File: src/rtl/maze_pkg.sv
// Shared definitions for the maze memory arbiter: widths, states, port indices.
package maze_pkg;

   localparam int ADDR_W = 8;   // 16x16 maze cells
   localparam int DATA_W = 1;   // wall/visited bit

   // Port indices, also used as the read-response tag.
   localparam logic PORT_SOLVER = 1'b0;
   localparam logic PORT_HOST   = 1'b1;

   typedef enum logic [1:0] {
      IDLE = 2'd0,
      OWN0 = 2'd1,
      OWN1 = 2'd2
   } arb_state_t;

endpackage

File: src/rtl/maze_rsp_router.sv
// Holds the one-deep read-response pipeline stage and steers the returned
// memory data to the port that issued the read.
module maze_rsp_router #(
   parameter int DATA_W = maze_pkg::DATA_W
) (
   input  logic              clk,
   input  logic              rst,
   input  logic              rd_issue,
   input  logic              rd_tag,
   input  logic [DATA_W-1:0] mem_dout,
   output logic              rvalid0,
   output logic              rvalid1,
   output logic [DATA_W-1:0] rdata0,
   output logic [DATA_W-1:0] rdata1
);
   import maze_pkg::*;

   logic rsp_valid;
   logic rsp_tag;

   // Remember whether a read went out this cycle and for whom; reset drops it.
   always_ff @(posedge clk or negedge rst) begin
      if (!rst) begin
         rsp_valid <= 1'b0;
         rsp_tag   <= PORT_SOLVER;
      end else begin
         rsp_valid <= rd_issue;
         rsp_tag   <= rd_tag;
      end
   end

   // Demux the response; data is forced to zero whenever it is not valid.
   always_comb begin
      rvalid0 = rsp_valid & (rsp_tag == PORT_SOLVER);
      rvalid1 = rsp_valid & (rsp_tag == PORT_HOST);
      rdata0  = rvalid0 ? mem_dout : '0;
      rdata1  = rvalid1 ? mem_dout : '0;
   end

endmodule

File: src/rtl/maze_mem_arbiter.sv
// Two-port round-robin arbiter in front of the single maze memory.
// Port 0 is the solver controller, port 1 the host loader/inspector.
//
// Handshake: a requester raises reqx together with wrx/addrx/wdatax and holds
// all of them stable until a cycle in which gntx is high; the access goes to
// the memory at the end of that cycle. A read answers with a one-cycle rvalidx
// pulse exactly one cycle later; there is no back-pressure on responses.
//
// Ownership: a port keeps the memory for back-to-back accesses and hands it
// over after MAX_BURST grants if the other port is waiting, without a dead
// cycle. Coming out of IDLE costs one arbitration cycle.
module maze_mem_arbiter #(
   parameter int ADDR_W    = maze_pkg::ADDR_W,
   parameter int DATA_W    = maze_pkg::DATA_W,
   parameter int MAX_BURST = 4
) (
   input  logic                  clk,
   input  logic                  rst,
   input  logic                  req0,
   input  logic                  wr0,
   input  logic [ADDR_W-1:0]     addr0,
   input  logic [DATA_W-1:0]     wdata0,
   output logic                  gnt0,
   output logic                  rvalid0,
   output logic [DATA_W-1:0]     rdata0,
   input  logic                  req1,
   input  logic                  wr1,
   input  logic [ADDR_W-1:0]     addr1,
   input  logic [DATA_W-1:0]     wdata1,
   output logic                  gnt1,
   output logic                  rvalid1,
   output logic [DATA_W-1:0]     rdata1,
   output logic [ADDR_W-1:0]     mem_loc,
   output logic                  mem_rd,
   output logic                  mem_wr,
   output logic [DATA_W-1:0]     mem_din,
   input  logic [DATA_W-1:0]     mem_dout,
   output logic                  busy,
   output maze_pkg::arb_state_t  dbg_state
);
   import maze_pkg::*;

   localparam int              BW        = $clog2(MAX_BURST + 1);
   localparam logic [BW-1:0]   BURST_MAX = BW'(MAX_BURST);

   arb_state_t     state, state_nx;
   logic           rr_last, rr_last_nx;
   logic [BW-1:0]  burst_cnt, burst_nx;
   logic [BW-1:0]  burst_inc;
   logic           rd_tag;

   // Grant count of the current owner after one more grant, pinned at MAX_BURST.
   always_comb begin
      burst_inc = (burst_cnt == BURST_MAX) ? burst_cnt : burst_cnt + BW'(1);
   end

   // State register; reset favours port 0 by pretending port 1 went last.
   always_ff @(posedge clk or negedge rst) begin
      if (!rst) begin
         state     <= IDLE;
         rr_last   <= PORT_HOST;
         burst_cnt <= '0;
      end else begin
         state     <= state_nx;
         rr_last   <= rr_last_nx;
         burst_cnt <= burst_nx;
      end
   end

   // Next ownership: round-robin from IDLE, burst handover, release on idle.
   always_comb begin
      state_nx   = state;
      rr_last_nx = rr_last;
      burst_nx   = burst_cnt;
      case (state)
         IDLE: begin
            burst_nx = '0;
            if (req0 && req1) begin
               state_nx = (rr_last == PORT_SOLVER) ? OWN1 : OWN0;
            end else if (req0) begin
               state_nx = OWN0;
            end else if (req1) begin
               state_nx = OWN1;
            end
         end
         OWN0: begin
            if (req0) begin
               rr_last_nx = PORT_SOLVER;
               if ((burst_inc == BURST_MAX) && req1) begin
                  state_nx = OWN1;
                  burst_nx = '0;
               end else begin
                  burst_nx = burst_inc;
               end
            end else begin
               burst_nx = '0;
               state_nx = req1 ? OWN1 : IDLE;
            end
         end
         OWN1: begin
            if (req1) begin
               rr_last_nx = PORT_HOST;
               if ((burst_inc == BURST_MAX) && req0) begin
                  state_nx = OWN0;
                  burst_nx = '0;
               end else begin
                  burst_nx = burst_inc;
               end
            end else begin
               burst_nx = '0;
               state_nx = req0 ? OWN0 : IDLE;
            end
         end
         default: begin
            state_nx = IDLE;
            burst_nx = '0;
         end
      endcase
   end

   // Access mux: the owning port drives the memory pins directly.
   always_comb begin
      gnt0    = 1'b0;
      gnt1    = 1'b0;
      mem_rd  = 1'b0;
      mem_wr  = 1'b0;
      mem_loc = '0;
      mem_din = '0;
      rd_tag  = PORT_SOLVER;
      case (state)
         OWN0: begin
            gnt0    = req0;
            mem_rd  = req0 & ~wr0;
            mem_wr  = req0 & wr0;
            mem_loc = addr0;
            mem_din = wdata0;
         end
         OWN1: begin
            gnt1    = req1;
            mem_rd  = req1 & ~wr1;
            mem_wr  = req1 & wr1;
            mem_loc = addr1;
            mem_din = wdata1;
            rd_tag  = PORT_HOST;
         end
         default: ;
      endcase
      busy      = (state != IDLE);
      dbg_state = state;
   end

   maze_rsp_router #(.DATA_W(DATA_W)) u_rsp (
      .clk      (clk),
      .rst      (rst),
      .rd_issue (mem_rd),
      .rd_tag   (rd_tag),
      .mem_dout (mem_dout),
      .rvalid0  (rvalid0),
      .rvalid1  (rvalid1),
      .rdata0   (rdata0),
      .rdata1   (rdata1)
   );

endmodule

File: config.mk
export PLATFORM = sky130hd
export DESIGN_NAME = maze_mem_arbiter
export DESIGN_NICKNAME = d
export VERILOG_FILES = /design/src/rtl/maze_pkg.sv /design/src/rtl/maze_rsp_router.sv /design/src/rtl/maze_mem_arbiter.sv
export SDC_FILE = /design/constraint.sdc
export NUM_CORES = 1
export LEC_CHECK = 0
export ABC_AREA = 1
export CORE_AREA = 8 8 45 47
export CTS_BUF_LIST = sky130_fd_sc_hd__clkbuf_16
export CTS_CLUSTER_DIAMETER = 200
export DETAILED_ROUTE_END_ITERATION = 12
export DIE_AREA = 0 0 53 55
export DONT_BUFFER_PORTS = 1
export GPL_TIMING_DRIVEN = 0
export HOLD_SLACK_MARGIN = 0.05
export PLACE_DENSITY_LB_ADDON = 0.05
export SYNTH_ARGS = -nofsm -noshare
export SYNTH_HDL_FRONTEND = slang
export SYNTH_SLANG_ARGS = --single-unit
File: constraint.sdc
create_clock -name clk -period 2.3 [get_ports clk]
set_clock_uncertainty 0.15 [all_clocks]
set_input_delay 0.345 -clock clk [delete_from_list [all_inputs] [get_ports clk]]
set_output_delay 0.345 -clock clk [all_outputs]
set_load 0.01 [all_outputs]
# Word level (Yosys, flattened, before mapping)

Cells that the tools add are included.

Memories kept: 0
Bits in latches: 0
Logic and storage cells: 61
Memory bits (writable): 0
Output and inout port bits: 20
Flip-flop bits (word level): 8
Memory bits (read-only): 0
Bits of input ports: 25

Shift-type cells: 0
Multiply operators: 0
Reductions and logical operators: 8
Bitwise logic cells: 9
$add $sub $neg: 1
Equal/unequal tests: 9
Multiplexer cells: 29
Order comparisons: 0
Divide/modulo/power cells: 0

Operators by type and width:

| kind                  | number |
|---|---|
| $mux W2               | 9 |
| $pmux W8 S2           | 1 |
| $mux W3               | 5 |
| $mux W1               | 8 |
| $pmux W1 S2           | 4 |
| $and A1 B1 Y1         | 6 |
| $eq A3 B3 Y1 const B  | 2 |
| $ne A3 B3 Y1 const B  | 2 |
| $pmux W2 S3           | 1 |
| $pmux W3 S2           | 1 |
| $reduce_and A3 Y1     | 2 |
| $ne A2 B2 Y1 const B  | 2 |
| $ne A4 B4 Y1 const B  | 1 |
| $reduce_bool A2 Y1    | 2 |
| $add A3 B1 Y3 const B | 1 |
| $logic_and A1 B1 Y1   | 3 |
| $not A1 Y1            | 3 |
| $eq A2 B1 Y1 const B  | 1 |
| $eq A2 B2 Y1 const B  | 1 |
| $logic_not A2 Y1      | 1 |

# Depth between registers and ports, before layout

Gate-level depths: netlist of run 1.

Word-level depth: 7
Depth in mapped cells: 10
Depth with buffers taken out: 10

# Cells and area by module

Synthesis of run 1 repeated with hierarchy kept, for this count alone.

Cell total of the unflattened synthesis: 108
Area total of the unflattened synthesis: 676.9 µm²

Modules (own cells, without submodules):

| module           | instances | sequential area each (µm²) | area each (µm²) | cells an instance |
|---|---|---|---|---|
| maze_mem_arbiter | 1         | 151.4                      | 594.3           | 98 |
| maze_rsp_router  | 1         | 50.0                       | 82.6            | 10 |

# Worst setup path after synthesis of run 1

OpenSTA, ideal clock, no wires.

Path kind: register to output
Start: register state[0], in the netlist dbg_state[0]
End: output mem_din
Arrival time: 1.260 ns
Slack: 0.545 ns
Required time: 1.805 ns
Buffers on the path: 0
Stages on the path, launching flop included: 5
Cell sequence: dfrtp_1 > inv_1 > ha_1 > clkinv_1 > a21oi_1

Word-level cells in the longest chain between the ends: 2
Elaborated cells between the ends (all ways): 3
Classes of those cells: eq/ne: 2; mux: 1

RTL lines:

| element                                             | RTL line                | text |
|---|---|---|
| start, declared                                     | maze_mem_arbiter.sv:46  | `arb_state_t state, state_nx;` |
| start signal, assigned                              | maze_mem_arbiter.sv:64  | `state <= state_nx;` |
| $eq A2 B2 Y1 / $eq A2 B1 Y1 (equally long branches) | maze_mem_arbiter.sv:130 | `case (state)` |
| $pmux W1 S2 *                                       | maze_mem_arbiter.sv:130 |  |
| end, declared                                       | maze_mem_arbiter.sv:36  | `output logic [DATA_W-1:0] mem_din,` |

Every way passes the cells marked *; elsewhere a longest branch is shown, timed or not.

# Worst setup path after layout of run 1

Start: register state[0], in the netlist dbg_state[0]
End: output mem_loc[4]

Word-level cells in the longest chain between the ends: 2
Elaborated cells between the ends (all ways): 3
Classes of those cells: eq/ne: 2; mux: 1

RTL lines:

| element                                             | RTL line                | text |
|---|---|---|
| $eq A2 B2 Y1 / $eq A2 B1 Y1 (equally long branches) | maze_mem_arbiter.sv:130 |  |
| $pmux W8 S2 *                                       | maze_mem_arbiter.sv:130 |  |
| end, declared                                       | maze_mem_arbiter.sv:33  | `output logic [ADDR_W-1:0] mem_loc,` |

Marks and branches as above.

==> results.toml, run 1 <==
[run_status]
status = "finished clean"

[clocking]
cts_tree = "done"
clkSlewWorstSetupHoldPaths_ps = 30
ctsLongestPathBuffers = 2
clock_latency_ps = 230
clock-sinks = 8
htreeDepth = 1
root_buffer = "clkbuf_16"
cts.repair.resized = 0
cts_inserted_buffers = 3

[pwr]
ir_drop_mv = 0.4604
powerDensity_nw_per_um2 = 1281
power.total_mw = 1.000
power.leakage_nw = 0.4025

[placed_design]
dp_hpwl_mm = 1.408
dp.cells = 123
pre_cts_ws_ps = 312.6
portBuffers = 0
gp_congestion = 0.8308

[final_layout]
area_delta_synth_final_pct = 16.20
final_cells = 128
n_antenna_cell = 0
drive_above_1_share_pct = 8.036
utilization_pct = 56.42
nets = 144
nFillCells = 121

[grt]
use_met2_pct = 19.53
grt.total_usage_pct = 13.19
antenna_found_initial = 0
grt_pass1_wl_mm = 2.870
gr-max-usage-layer = "met2"
met1_usage_pct = 15.28
first_global_vias = 733
grt_util_met3_pct = 3.743
grt.overflow.total = 0
grt_start_max_net_pins = 11

[floorplan]
die_area_um2 = 2915
fp.dieH_um = 55
io_pins = 45
rows = 14
die_w_um = 53
start_util_pct = 48.55
core_um2 = 1384

[critical_path]
start_kind = "flip-flop"
path_max_fanout = 10
worst_ep_arrival_time_ps = 1720
worstPathRequired_ps = 1800
critical_path_class = "reg -> out"
worstSetupEndpointType = "output pin"

[sta]
slew_headroom_pct = 74.67
finalSetupViolCount = 0
max_freq_ghz = 0.4520
period_share_pct = 96.19
finalWorstSetupSlack_ps = 87.55
maxSlewViolCount = 0
rsz0062_at_grt = "true"
hold_viol = 0
worst_pin_slew_ps = 377.1
period_minus_slack_ps = 2212

[run]
max_cap_viol_count = 0

[logic_synthesis]
yosys.area.top_type_share_pct = 26.07
ys_seq_area_share_pct = 29.98
synth.area.top_cells = "dfrtp_1, nand2_1, ha_1"
synth_area_um2 = 671.9
syn_area_per_cell_um2 = 6.279
ys_types = 16
ys_ff_latch = 8
synth_warnings = 0
synth_cells = 107
yosysTopAreaCell = "dfrtp_1"
synth_nets = 138

[detailed_routing]
routedWlPerCell_um = 13.57
antenna_left = 0
drtIter0Drc = 17
vias = 682
vias_per_cell = 5.328
wl_mm = 1.737
drc = 0
first_pass_iters = 4

[min_path]
hold_path.class = "in -> reg"
## cell usage after synthesis
| cell type | count |
|---|---|
| o21ai_0 | 4 |
| nand3_1 | 6 |
| a21oi_1 | 12 |
| and2_1 | 1 |
| o22ai_1 | 1 |
| nand4_1 | 1 |
| inv_1 | 16 |
| nor3_1 | 1 |
| nand2_2 | 3 |
| clkinv_1 | 1 |
| dfstp_2 | 1 |
| nor2_1 | 6 |
| nand2_1 | 39 |
| buf_2 | 2 |
| ha_1 | 6 |
| dfrtp_1 | 7 |
## timing repair
item	CTS	global route
setup buffers	0	0
endpoints found under the hold margin	8	0
setup endpoints to repair	0	10
hold buffers	1	0
## logic make-up after synthesis
family,count (synthesis),share of synthesized area [%]
AOI/OAI and AO/OA,17,12.85
adders and majority gates,6,11.17
buffers and inverters,19,10.99
DFF,8,29.98
and+or+nand+nor,57,35.01
## metal layers
| metal | part of all wire [%] | vias up |
|---|---|---|
| li1 | - | 342 |
| met1 | 46 | 285 |
| met2 | 42 | 50 |
| met3 | 8.8 | 5 |
| met4 | 2.8 | 0 |
| met5 | 0 | - |
## cells in the final DEF (no fill, tap or decap)
cell | netlist | layout
dfrtp_1 | 7 | 7
and2_1 | 1 | 1
nand3_1 | 6 | 6
inv_1 | 16 | 17
nor2_1 | 6 | 6
clkbuf_16 | 0 | 3
o22ai_1 | 1 | 1
nand2_2 | 3 | 3
ha_1 | 6 | 6
clkinv_1 | 1 | 1
nand2_1 | 39 | 39
o21ai_0 | 4 | 4
dlygate4sd3_1 | 0 | 1
a21oi_1 | 12 | 12
buf_2 | 2 | 2
dfstp_2 | 1 | 1
nor3_1 | 1 | 1
nand4_1 | 1 | 1
## power by group
part           internal (mW)  switching [mW]  total, mW
clock network          0.226          0.0655      0.291
logic                  0.141           0.324      0.465
registers              0.192          0.0518      0.243
## worst paths after layout
check / start / to / depth (start not counted) / slack (ps)
worst min-delay path: req0 / rr_last / 2 / 130
max in group asynchronous: rst / rr_last / 1 / 1400
worst max-delay path: dbg_state[0] / mem_loc[4] / 4 / 90
worst min register to register: rr_last / rr_last / 2 / 340
min in group asynchronous: rst / burst_cnt[0] / 1 / 300
worst max register to register: dbg_state[0] / dbg_state[0] / 8 / 740
## state kept, by name, indices dropped and copies added (netlist names)
| name | flops |
|---|---|
| burst_cnt | 3 |
| dbg_state | 2 |
| rr_last | 1 |
| u_rsp.rsp_tag | 1 |
| u_rsp.rsp_valid | 1 |
## critical path: stages, from the launching register on
cell and delay, ps:
dfrtp_1 470, inv_1 100, ha_1 360, clkinv_1 240
a21oi_1 310
## metrics by stage
| step | hold slack, ps | setup TNS, ps | instance area (µm²) |
|---|---|---|---|
| after global routing | 152.9 | -306.8 | 780.7 |
| after detailed placement | -100.3 | 0 | 691.9 |
| after global placement | -100.3 | 0 | 691.9 |
| final | 126.1 | 0 | 780.7 |
| after CTS | 125.5 | 0 | 780.7 |
| after floorplan | -100.6 | 0 | 671.9 |
## final cells by class
cell class	instances	area (µm²)	area share [%]
multi-input combinational	80	396.6	50.80
sequential	8	201.4	25.80
clock buffer	3	75.07	9.615
inverter	17	63.81	8.173
tap	16	20.02	2.564
timing repair buffer	1	10.01	1.282
buffer	2	10.01	1.282
clock inverter	1	3.754	0.4808
Note: power is estimated with default switching activity, not from simulation.
==> run 2, diff against run 1 <==
- HOLD_SLACK_MARGIN: 0.05 -> 0.02
==> results of run 2 <==
Same layout as run 1: the final DEF is identical, and so are final timing and power.
==> run 3, diff against run 2 <==
- SETUP_SLACK_MARGIN: default -> 0.3
==> run 3 against run 2 <==
First-iteration DRC count decreased by 29%. Critical path type unchanged. Worst setup slack improved by 270 ps. Largest cell class unchanged. Wire length increased by 7.9%.
==> results.toml, run 3 (same netlist as run 1, synthesis figures left out) <==
[final_layout]
max_flop_register = "burst_cnt"
n_antenna_cell = 0
mostFrequentLayoutCells = "nand2_1, inv_1, a21oi_4"
nets = 144
area_delta_synth_final_pct = 35.94
largest_register_ffs = 3
final_common_cell = "nand2_1"
utilization_pct = 66.00
drive_above_1_share_pct = 27.68
nFillCells = 116

[run]
max_cap_viol_count = 0

[clocking]
clock_latency_ps = 230
cts_inserted_buffers = 3
cts_tree = "done"
clkSlewWorstSetupHoldPaths_ps = 30
ctsLongestPathBuffers = 2
htreeDepth = 1
root_buffer = "clkbuf_16"
clock-sinks = 8

[sta]
rsz0062_at_grt = "true"
max_freq_ghz = 0.5144
period_minus_slack_ps = 1944
setup_tns_ps = 0
finalSetupViolCount = 0
finalWorstSetupSlack_ps = 356.1
maxSlewViolCount = 0
hold_viol = 0
worst_pin_slew_ps = 398.9
period_share_pct = 84.52
slew_headroom_pct = 73.21

[critical_path]
slowest_delay_ps = 440
crit_slowest_cell = "dfrtp_2"
path_max_fanout = 10
critPathBufInv = 2
crit_family = "flip-flops"
critical_path_class = "reg -> out"
start_kind = "flip-flop"
worstSetupEndpointType = "output pin"
worstPathCellList = "inv_1 > ha_2 > inv_8 > a21oi_2"
worstPathRequired_ps = 1800
worst_ep_arrival_time_ps = 1450

[detailed_routing]
antenna_left = 0
routedWlPerCell_um = 14.65
drtIter0Drc = 12
drc = 0
first_pass_iters = 4
vias = 693
vias_per_cell = 5.414
wl_mm = 1.875

[placed_design]
dp_hpwl_mm = 1.408
pre_cts_ws_ps = 312.6
portBuffers = 0
gp_congestion = 0.8308

[floorplan]
rows = 14
io_pins = 45
start_util_pct = 48.55
die_area_um2 = 2915
die_w_um = 53
core_um2 = 1384
fp.dieH_um = 55

[grt]
grt_pass1_wl_mm = 3.070
antenna_found_initial = 0
first_global_vias = 769
grt_start_max_net_pins = 11
grt.overflow.total = 0
grt.total_usage_pct = 14.34

[pwr]
ir_drop_mv = 0.7662
power.leakage_nw = 0.4051
powerDensity_nw_per_um2 = 1343
power.total_mw = 1.227

[min_path]
hold_path.class = "in -> reg"

[run_status]
status = "finished clean"
## run 3: worst paths after layout
kind,from,to,slack (ps),cells after the start
worst max-delay path,dbg_state[1],mem_loc[5],360,4
min in group asynchronous,rst,burst_cnt[0],300,1
worst min register to register,rr_last,rr_last,340,2
worst max register to register,burst_cnt[0],dbg_state[0],800,10
max in group asynchronous,rst,rr_last,1400,1
worst min-delay path,req0,rr_last,140,2
## run 3: timing repair
item | CTS | global route
hold endpoints to repair | 8 | 0
resized for setup | 16 | 21
pin swaps | 0 | 2
buffers inserted | 0 | 0
cloned | 0 | 0
setup endpoints to repair | 11 | 11
hold buffers | 1 | 0
## run 3: worst register-to-register path: stages, from the launching register on
cell and delay [ps]:
dfrtp_1 360, inv_1 70, ha_1 210, nand2_1 80, nand2_1 60, nand2_1 90, nand3_1 110, nand2_2 100
nand2_2 50, nand2_1 50, nand2_1 50
## run 3: power breakdown
part,leakage (nW),total (mW),switching [mW],internal [mW]
logic,0.261,0.681,0.454,0.227
clock network,0.0423,0.292,0.0659,0.226
registers,0.102,0.254,0.0587,0.195
total,0.405,1.23,0.579,0.648
## run 3: stage by stage
step / std cells / hold WS, ps / instance area [µm²]
after floorplan: 107 / -100.6 / 671.9
after global placement: 123 / -100.3 / 691.9
after detailed placement: 123 / -100.3 / 691.9
after CTS: 128 / 125.5 / 828.3
after global routing: 128 / 170.2 / 913.4
final: 128 / 137.2 / 913.4
## run 3: routing by layer
metal | global-route usage, % | share of wire (%) | up-vias
met5 | 0 | 0 | -
met2 | 21.09 | 47 | 46
met3 | 6.952 | 9.9 | 3
met1 | 15.28 | 42 | 302
li1 | - | - | 342
met4 | 12.07 | 1.5 | 0
## run 3: layout make-up
cell class / instances / area (µm²) / area share (%)
Multi-Input combinational cell: 80 / 510.5 / 55.89
Sequential cell: 8 / 203.9 / 22.33
Clock buffer: 3 / 75.07 / 8.219
Inverter: 17 / 71.32 / 7.808
Tap cell: 16 / 20.02 / 2.192
Buffer: 2 / 18.77 / 2.055
Timing Repair Buffer: 1 / 10.01 / 1.096
Clock inverter: 1 / 3.754 / 0.4110
